**src/rtl/bist_response_analyzer.sv**
```systemverilog
// BIST response analyzer: MISR compaction of CUT data, golden check at finish.
// Ports: clk/reset, init/running/finish handshake, cut_data in; signature, cycle_count, result_valid, pass, proto_err out.
module bist_response_analyzer #(
  parameter int              WIDTH      = 16,
  parameter logic [WIDTH-1:0] POLY       = 'hB400,
  parameter logic [WIDTH-1:0] SEED       = 'hFFFF,
  parameter logic [WIDTH-1:0] GOLDEN_SIG = 'h0000,
  parameter int              EXP_CYCLES = 650,
  localparam int             CW         = $clog2(EXP_CYCLES+1)+1
) (
  input  logic             clk,
  input  logic             reset,
  input  logic             init,
  input  logic             running,
  input  logic             finish,
  input  logic [WIDTH-1:0] cut_data,
  output logic [WIDTH-1:0] signature,
  output logic [CW-1:0]    cycle_count,
  output logic             result_valid,
  output logic             pass,
  output logic             proto_err
);

  typedef enum logic [2:0] {
    IDLE, ARMED, COMPACT, CHECK, DONE
  } state_t;

  localparam logic [CW-1:0] EXP_CNT = CW'(EXP_CYCLES);

  state_t           state, state_d;
  logic [WIDTH-1:0] sig_d, misr_next;
  logic [CW-1:0]    cnt_d, cnt_inc;
  logic             rv_d, pass_d, perr_d;
  logic             compact;

  assign misr_next = {signature[WIDTH-2:0], 1'b0}
                   ^ (signature[WIDTH-1] ? POLY : '0)
                   ^ cut_data;

  // All-ones count is the saturation point; it can never match EXP_CNT.
  assign cnt_inc = (&cycle_count) ? cycle_count
                                  : cycle_count + 1'b1;

  always_comb begin
    state_d = state;
    sig_d   = signature;
    cnt_d   = cycle_count;
    rv_d    = result_valid;
    pass_d  = pass;
    perr_d  = proto_err;
    compact = 1'b0;
    if (init) begin
      sig_d   = SEED;
      cnt_d   = '0;
      rv_d    = 1'b0;
      pass_d  = 1'b0;
      // Aborting an active run is itself a violation.
      perr_d  = (state == COMPACT);
      state_d = ARMED;
    end else begin
      unique case (state)
        IDLE: begin
          if (running || finish) perr_d = 1'b1;
        end
        ARMED: begin
          if (running) begin
            compact = 1'b1;
            state_d = finish ? CHECK : COMPACT;
          end else if (finish) begin
            state_d = CHECK;
          end
        end
        COMPACT: begin
          compact = running;
          if (finish) state_d = CHECK;
        end
        CHECK: begin
          pass_d  = (signature == GOLDEN_SIG)
                 && (cycle_count == EXP_CNT);
          rv_d    = 1'b1;
          state_d = DONE;
          if (running) perr_d = 1'b1;
        end
        DONE: begin
          if (running || finish) perr_d = 1'b1;
        end
        default: state_d = IDLE;
      endcase
      if (compact) begin
        sig_d = misr_next;
        cnt_d = cnt_inc;
      end
    end
  end

  always_ff @(posedge clk) begin
    if (reset) begin
      state        <= IDLE;
      signature    <= SEED;
      cycle_count  <= '0;
      result_valid <= 1'b0;
      pass         <= 1'b0;
      proto_err    <= 1'b0;
    end else begin
      state        <= state_d;
      signature    <= sig_d;
      cycle_count  <= cnt_d;
      result_valid <= rv_d;
      pass         <= pass_d;
      proto_err    <= perr_d;
    end
  end

endmodule
```
**config.mk**
```make
export PLATFORM = sky130hd
export DESIGN_NAME = bist_response_analyzer
export DESIGN_NICKNAME = d
export VERILOG_FILES = /design/src/rtl/bist_response_analyzer.sv
export SDC_FILE = /design/constraint.sdc
export NUM_CORES = 1
export LEC_CHECK = 0
export BUFFER_PORTS_ARGS = -buffer_cell sky130_fd_sc_hd__clkbuf_2
export CAP_MARGIN = 20
export CELL_PAD_IN_SITES_DETAIL_PLACEMENT = 1
export CELL_PAD_IN_SITES_GLOBAL_PLACEMENT = 2
export CORE_ASPECT_RATIO = 0.9
export CORE_MARGIN = 2
export CORE_UTILIZATION = 31
export CTS_CLUSTER_SIZE = 24
export DETAILED_ROUTE_END_ITERATION = 6
export PLACE_DENSITY = 0.85
export SKIP_CTS_REPAIR_TIMING = 1
export SLEW_MARGIN = 20
export SYNTH_ARGS = -nofsm -noshare
export SYNTH_HDL_FRONTEND = slang
export SYNTH_SLANG_ARGS = --single-unit
```
**constraint.sdc**
```tcl
create_clock -name clk -period 4.91 [get_ports clk]
set_clock_uncertainty 0.2 [all_clocks]
set_input_delay 0.982 -clock clk [delete_from_list [all_inputs] [get_ports clk]]
set_output_delay 0.982 -clock clk [all_outputs]
set_load 0.02 [all_outputs]
```
==> impl_metrics.toml, run 1 <==
[pwr]
power_frac_comb_pct = 12.3
power_switching_mw = 0.148
power.density_nw_per_um2 = 275
vdd_drop_max_mv = 0.106
power.total_mw = 0.563
intPower_mw = 0.415
p_leak_nw = 0.860
p_seq_share_pct = 50.5
p_clk_share_pct = 37.2
power.share.switching_pct = 26.2

[cts]
htreeDepth = 2
clock_path_buffers = 2
cts_buffers = 5
cts_sinks = 33
cts.clk_slew.worst_paths_ns = 0.06
tritoncts = "yes"
clk_latency_ns = 0.29
root_buffer = "clkbuf_8"

[drt]
viasPerCell = 5.09
ant_nets = 0
drtPass1Iterations = 4
route.detailed.drc = 0
routed_wl_um = 4440
vias = 1551
drtIter0Drc = 57
avgRoutedWirePerCell_um = 14.6

[setup_path]
critPathLaunch = "running"
crit_cells = 5
cp-start-kind = "input pin"
rr_startpoint = "state[1]"
crit_chain = "clkbuf_2 > nor2b_1 > nand2_2 > or4_1 > a21oi_1"
arrival_ns = 2.41
path_delay_family = "simple AND/OR/NAND/NOR gates"
rrSetupSlack_ns = 2.72
timing.critical_path.to = "cycle_count[4]"
worstSetupPathType = "in -> reg"
end_kind = "flip-flop"
path_max_fanout = 30
cp_slowest_cell = "or4_1"
worstPathRequired_ns = 4.93
rr_endpoint = "cycle_count[4]"
crit_buf_inv = 1
max_stage_delay_ns = 0.60
ff2ff_path_depth = 4

[finish]
area_delta_synth_final_pct = 22.6
num-fill-cells = 649
fin_nets = 262
fin_area_sq_um = 2050
drive_gt1_share_pct = 26.9
n_antenna_cell = 0

[status]
status = "finished, final reports clean"

[sta]
min_period_ns = 2.39
finalSetupTns_ns = 0
slew_headroom_pct = 65.6
slew_viol_final = 0
fin_crit_sh_pct = 48.7
holdWs_ns = 0.274
max_freq_mhz = 418
hold_violations = 0
setup_viol = 0
tightestPinTransition_ns = 0.514
rsz0062_at_grt = "false"
fin_ws_ns = 2.52

[floorplanning]
fp.dieH_um = 73.6
row_count = 25
ios = 51
die_area_sq_um = 5990
core_area_sq_um = 5220
die_w_um = 81.3
start_util_pct = 32.0

[logic_synthesis]
synth_cell_types = 39
syn_inst = 189
yosys_warnings = 0
synth_area_per_cell_sq_um = 8.83
synth-seq-area-share_pct = 39.6
syn_area_sq_um = 1670
synthFlopType = "dfxtp_1"
syn_nets = 213
synthArstFlopShare_pct = 0
synth_edf_count = 0
synth-seq-cells = 33

[global_route]
grt_pass1_wl_um = 7200
antenna_found_initial = 0
grt_pass1_vias = 1451
track_usage_pct = 16.1
grt_start_max_net_pins = 31
gr-total-overflow = 0

[placement]
dp_hpwl_um = 3280
port_buffers = 50
placed_cell_area_sq_um = 1960
place_ws_ns = 2.20
gp_congestion = 0.800

[hold_path]
whs_path_depth = 2
hold_class = "reg -> reg"

[flow_run]
cap_viol_max_count = 0
## flip-flops by register name, indices dropped and copies added, names as in the netlist
signal	flops
cycle_count	11
result_valid	1
signature	16
proto_err	1
pass	1
state	3
## cells by family (layout without fill, tap and decap cells)
logic type / count (synthesis) / count (layout) / synth area share (%)
AOI/OAI and AO/OA: 36 / 36 / 14.8
xor gates and xnor gates: 19 / 19 / 11.1
adders and majority gates: 3 / 3 / 2.25
buffers and inverters: 15 / 64 / 4.35
DFF: 33 / 33 / 39.6
muxes: 3 / 3 / 1.80
and+or+nand+nor: 80 / 80 / 26.2
## worst min path at each step
stage | startpoint | end | slack [ns]
global route | pass | pass | 0.31
detailed placement | result_valid | result_valid | 0.27
finish | result_valid | result_valid | 0.27
CTS | result_valid | result_valid | 0.28
floorplan | state[2] | state[1] | 0.29
global placement | pass | pass | 0.25
## through the flow
step,utilization [%],std cells
floorplan,-,189
global placement,37.5,298
detailed placement,37.5,298
CTS,39.2,305
global route,39.2,305
finish,39.2,305
## layout by cell type, fill, tap and decap left out, drive strengths merged, types with 5 or more instances in the layout
master / synthesis / final
nand2: 25 / 25
inv: 6 / 6
a211oi: 5 / 5
nand3: 13 / 13
nor2: 10 / 10
nand4: 5 / 5
a21oi: 7 / 7
xnor2: 16 / 16
o211ai: 14 / 14
clkbuf: 5 / 57
dfxtp: 33 / 33
## Yosys cell counts, types with 3 or more instances
| library cell | number | share of area, % |
|---|---|---|
| a21oi_1 | 7 | 2.1 |
| ha_1 | 3 | 2.2 |
| nor3_1 | 3 | 0.90 |
| mux2i_1 | 3 | 1.8 |
| nand3b_1 | 4 | 1.8 |
| xnor2_1 | 16 | 8.4 |
| o211ai_1 | 14 | 6.3 |
| inv_1 | 6 | 1.3 |
| o21ai_0 | 4 | 1.2 |
| nand3_1 | 13 | 3.9 |
| nand4_1 | 5 | 1.9 |
| nor2_1 | 10 | 2.2 |
| o31ai_1 | 3 | 1.3 |
| dfxtp_1 | 33 | 40 |
| clkbuf_1 | 5 | 1.1 |
| or3_1 | 4 | 1.5 |
| nand2_1 | 24 | 5.4 |
| a211oi_1 | 5 | 2.2 |
## metal layers
metal | vias to the layer above | routed length, um | global-route usage (%)
li1 | 777 | - | -
met3 | 7 | 181 | 5.04
met5 | - | 0 | 0
met4 | 0 | 63 | 5.65
met1 | 741 | 2200 | 22.3
met2 | 26 | 1990 | 23.7
## worst reg2reg max path, cell delays in order, from the launching register on
cell     delay, ns
dfxtp_1       0.58
xor2_4        0.26
nand2_2       0.35
or4_1         0.60
a21oi_1       0.14
## final cells by class
| type | count | area [sq um] | share of cell area (%) |
|---|---|---|---|
| Sequential cell | 33 | 661 | 32.3 |
| Multi-Input combinational cell | 141 | 936 | 45.7 |
| Inverter | 6 | 22.5 | 1.10 |
| Timing Repair Buffer | 51 | 258 | 12.6 |
| Clock buffer | 7 | 86.3 | 4.22 |
| Tap cell | 67 | 83.8 | 4.10 |
## power by group through the flow
stage / sequential [mW] / clock (mW) / combinational [mW]
after floorplan: 0.293 / 0 / 0.0442
after global routing: 0.286 / 0.231 / 0.0771
final: 0.284 / 0.210 / 0.0691
after CTS: 0.284 / 0.217 / 0.0706
after global placement: 0.290 / 0 / 0.0686
after detailed placement: 0.290 / 0 / 0.0702
No activity file was read; power rests on OpenSTA's default activity.
==> inputs of run 2 (changes only) <==
--- a/config.mk
+++ b/config.mk
@@ -11,10 +11,10 @@
 export CELL_PAD_IN_SITES_GLOBAL_PLACEMENT = 2
 export CORE_ASPECT_RATIO = 0.9
 export CORE_MARGIN = 2
-export CORE_UTILIZATION = 31
+export CORE_UTILIZATION = 26
 export CTS_CLUSTER_SIZE = 24
 export DETAILED_ROUTE_END_ITERATION = 6
-export PLACE_DENSITY = 0.85
+export PLACE_DENSITY = 0.77
 export SKIP_CTS_REPAIR_TIMING = 1
 export SLEW_MARGIN = 20
 export SYNTH_ARGS = -nofsm -noshare
==> constraint.sdc (replaced) <==
create_clock -name clk -period 2.05 [get_ports clk]
set_clock_uncertainty 0.2 [all_clocks]
set_input_delay 0.41 -clock clk [delete_from_list [all_inputs] [get_ports clk]]
set_output_delay 0.41 -clock clk [all_outputs]
set_load 0.02 [all_outputs]
==> run 2 against run 1 <==
Compared with the run above:
- flip-flop and latch count unchanged
- largest power group unchanged
- via count decreased by 1.4%
- first-iteration DRC count decreased by 1.8%
- combinational power increased to 2.5 times the previous value
- routed wire length increased by 4.2%
==> impl_metrics.toml, run 2 (synthesis results as in run 1) <==
[status]
status = "finished, final reports clean"

[sta]
setup_viol = 0
rsz0062_at_grt = "false"
finalSetupTns_ns = 0
tightestPinTransition_ns = 0.474
slew_headroom_pct = 68.2
fin_crit_sh_pct = 91.7
slew_viol_final = 0
min_period_ns = 1.88
holdWs_ns = 0.156
max_freq_mhz = 532
hold_violations = 0
fin_ws_ns = 0.170

[drt]
route.detailed.drc = 0
ant_nets = 0
avgRoutedWirePerCell_um = 13.9
routed_wl_um = 4630
viasPerCell = 4.61
drtPass1Iterations = 4
drtIter0Drc = 56
vias = 1530

[setup_path]
arrival_ns = 1.89
worstPathRequired_ns = 2.06
path_max_fanout = 9
end_kind = "flip-flop"
max_stage_delay_ns = 0.42
cp-start-kind = "flip-flop"
worstSetupPathType = "reg -> reg"
crit_chain = "ha_1 > nand3_1 > nor4_4 > nor2_1 > a211oi_1"
cp_slowest_cell = "dfxtp_1"

[finish]
fin_nets = 268
top_register = "signature"
fin_area_sq_um = 2160
final_common_cell = "clkbuf_2"
biggestRegsByFlops = "signature: 16 flops, cycle_count: 11 flops, state: 3 flops"
area_delta_synth_final_pct = 29.6
final_cell_mix = "clkbuf_2, dfxtp_1, nand2_1, xnor2_1, o211ai_1"
n_antenna_cell = 0
largest_reg_flops = 16
drive_gt1_share_pct = 29.4

[cts]
root_buffer = "clkbuf_8"
htreeDepth = 2
cts_sinks = 33
cts.clk_slew.worst_paths_ns = 0.07
cts_buffers = 5
clk_latency_ns = 0.29
tritoncts = "yes"
clock_path_buffers = 2

[placement]
gp_congestion = 0.817
placed_cell_area_sq_um = 2040
place_ws_ns = 0.185
dp_hpwl_um = 3470
port_buffers = 50

[floorplanning]
die_w_um = 88.5
start_util_pct = 27.1
ios = 51
fp.dieH_um = 80.0
core_area_sq_um = 6150
die_area_sq_um = 7080
row_count = 27

[global_route]
antenna_found_initial = 0
track_usage_pct = 13.9
grt_pass1_wl_um = 7560
gr-total-overflow = 0
grt_start_max_net_pins = 25
grt_pass1_vias = 1505

[flow_run]
cap_viol_max_count = 0

[pwr]
p_leak_nw = 0.908
vdd_drop_max_mv = 0.237
power.density_nw_per_um2 = 694

[hold_path]
hold_class = "in -> reg"
-- run 2: cell types whose count changed in the layout (fill, tap and decap cells not counted) --
cell,previous run,this run
buf_4,1,6
bufinv_16,0,1
buf_12,0,1
clkinvlp_4,0,1
clkbuf_1,1,0
-- run 2: worst paths after layout --
kind / from / end / slack, ns / cells after the start
worst max register to register: cycle_count[0] / cycle_count[2] / 0.17 / 5
worst min register to register: pass / pass / 0.27 / 2
worst min-delay path: cut_data[0] / signature[0] / 0.16 / 3
worst max-delay path: cycle_count[0] / cycle_count[2] / 0.17 / 5
-- run 2: critical path, delay by kind of cell, from the launching register on --
family / cells / cell delay, ns
adder cells (fa/ha/maj): 1 / 0.30
AND/OR/NAND/NOR: 3 / 0.66
AO/OA/AOI/OAI: 1 / 0.23
flip-flops: 1 / 0.42
-- run 2: through the flow --
stage                     power, mW  util [%]  std cells
after floorplan               0.808         -        189
after global placement        0.870      33.2        324
after detailed placement      0.874      33.2        324
after CTS                      1.53      35.2        332
after global routing           1.58      35.2        332
final                          1.50      35.2        332
-- run 2: layout make-up --
type	instances	area (sq um)
timing repair buffer	57	315
inverter	6	22.5
fill	780	3990
clock inverter	2	37.5
clock buffer	6	82.6
sequential	33	661
tap	87	109
multi-input combinational	141	936
-- run 2: where the power goes --
group / internal, mW / switching, mW / leakage (nW)
Combinational: 0.0786 / 0.0967 / 0.582
Sequential: 0.657 / 0.0232 / 0.268
Clock: 0.395 / 0.251 / 0.0574
Total: 1.13 / 0.371 / 0.908
-- run 2: layer usage --
metal	up-vias	track usage (%)	part of all wire (%)
met4	0	4.09	1.0
met1	704	19.7	51
li1	787	-	-
met3	5	3.21	4.4
met2	34	20.8	44
met5	-	0	0
==> inputs of run 3 (changes only) <==
--- a/config.mk
+++ b/config.mk
@@ -10,7 +10,7 @@
 export CELL_PAD_IN_SITES_DETAIL_PLACEMENT = 1
 export CELL_PAD_IN_SITES_GLOBAL_PLACEMENT = 2
 export CORE_ASPECT_RATIO = 0.9
-export CORE_MARGIN = 2
+export CORE_MARGIN = 1.5
 export CORE_UTILIZATION = 26
 export CTS_CLUSTER_SIZE = 24
 export DETAILED_ROUTE_END_ITERATION = 6
==> run 3 against run 2 <==
Compared with the run above:
- routed wire length increased by 3.4%
- die area decreased by 2.4%
- sequential power about the same
- global-route usage increased by 1.0 points
- register-to-register slack got worse by 0.04 ns
- sequential share of layout area increased by 0.16 points
- power decreased by 6.4%
- maximum frequency decreased by 2.0%
- largest power group unchanged
- highest routed layer unchanged
==> impl_metrics.toml, run 3 (synthesis results as in run 1) <==
[flow_run]
cap_viol_max_count = 0

[global_route]
grt_pass1_wl_um = 7870
grt_start_max_net_pins = 26
grt_pass1_vias = 1517
gr-total-overflow = 0
antenna_found_initial = 0
track_usage_pct = 14.9

[status]
status = "finished, final reports clean"

[placement]
gp_congestion = 0.778
dp_hpwl_um = 3490
port_buffers = 50

[finish]
final_cell_mix = "clkbuf_2, dfxtp_1, nand2_1, xnor2_1, o211ai_1"
area_delta_synth_final_pct = 28.9
fin_nets = 269
final_util_pct = 35.0
top_register = "signature"
num-fill-cells = 768
largest_reg_flops = 16
drive_gt1_share_pct = 29.7
biggestRegsByFlops = "signature: 16 flops, cycle_count: 11 flops, state: 3 flops"
final_common_cell = "clkbuf_2"
n_antenna_cell = 0

[floorplanning]
fp.dieH_um = 79.0
row_count = 27
core_area_sq_um = 6150
ios = 51
start_util_pct = 27.1
die_w_um = 87.5
die_area_sq_um = 6910

[cts]
cts_sinks = 33
tritoncts = "yes"
root_buffer = "clkbuf_8"
clock_path_buffers = 2
clk_latency_ns = 0.28
cts.clk_slew.worst_paths_ns = 0.07
cts_buffers = 5
htreeDepth = 2

[drt]
drtPass1Iterations = 4
viasPerCell = 4.67
routed_wl_um = 4790
drtIter0Drc = 116
route.detailed.drc = 0
vias = 1554
ant_nets = 0
avgRoutedWirePerCell_um = 14.4

[setup_path]
cp-start-kind = "flip-flop"
worstSetupPathType = "reg -> reg"
ff2ff_path_depth = 6
end_kind = "flip-flop"
worstPathRequired_ns = 2.02
arrival_ns = 1.89
path_max_fanout = 7

[pwr]
intPower_mw = 1.04
vdd_drop_max_mv = 0.203
power_frac_comb_pct = 12.5
power.density_nw_per_um2 = 653
p_seq_share_pct = 48.4
power.share.switching_pct = 26.1
p_clk_share_pct = 39.1
p_leak_nw = 0.910
power_switching_mw = 0.367

[hold_path]
hold_class = "in -> reg"
whs_path_depth = 3

[sta]
max_freq_mhz = 521
holdWs_ns = 0.158
fin_crit_sh_pct = 93.6
min_period_ns = 1.92
finalSetupTns_ns = 0
setup_viol = 0
tightestPinTransition_ns = 0.409
slew_viol_final = 0
rsz0062_at_grt = "false"
slew_headroom_pct = 72.7
hold_violations = 0
## run 3: changes by cell type in the layout (fill, tap and decap cells not counted)
cell	previous run	this run
clkinv_2	0	1
clkinvlp_4	1	0
bufinv_16	1	0
clkbuf_8	6	7
buf_4	6	7
## run 3: worst max-delay path, cell delays in order, from the launching register on
cell and delay [ns]:
dfxtp_1 0.41, ha_1 0.27, nand3_1 0.18, nor4_4 0.38
buf_4 0.21, or4_1 0.11, a21oi_1 0.06
## run 3: power by group through the flow
stage	Combinational (mW)	Clock [mW]	Sequential [mW]
floorplan	0.106	0	0.702
global placement	0.174	0	0.696
detailed placement	0.178	0	0.696
CTS	0.179	0.564	0.681
global route	0.195	0.596	0.684
finish	0.176	0.549	0.681
## run 3: cell type report
type | instances | area (sq um) | share of cell area, %
multi-input cells | 141 | 936 | 43.5
inverters | 6 | 22.5 | 1.05
clock buffers | 7 | 96.3 | 4.48
clock inverters | 1 | 5.00 | 0.233
flip-flops and latches | 33 | 661 | 30.7
repair buffers | 58 | 323 | 15.0
well taps | 87 | 109 | 5.06
## run 3: path summary, 6_finish.rpt
kind / start / slack, ns / endpoint
max: cycle_count[1] / 0.13 / cycle_count[4]
min: cut_data[0] / 0.16 / signature[0]
max reg2reg: cycle_count[1] / 0.13 / cycle_count[4]
min reg2reg: result_valid / 0.28 / result_valid
## run 3: through the flow
stage,total power [mW],worst slack [ns],instance area [sq um],instances
global route,1.48,0.0153,2150,333
detailed placement,0.873,0.215,2040,324
global placement,0.870,0.242,2040,324
finish,1.41,0.131,2150,333
CTS,1.42,0.191,2140,332
floorplan,0.808,0.313,1670,189
## run 3: metal layers
layer | share of wire, % | up-vias | GRT usage [%]
li1 | - | 792 | -
met1 | 50 | 731 | 21.3
met2 | 45 | 27 | 21.5
met3 | 3.2 | 4 | 3.33
met4 | 1.4 | 0 | 5.71
met5 | 0 | - | 0
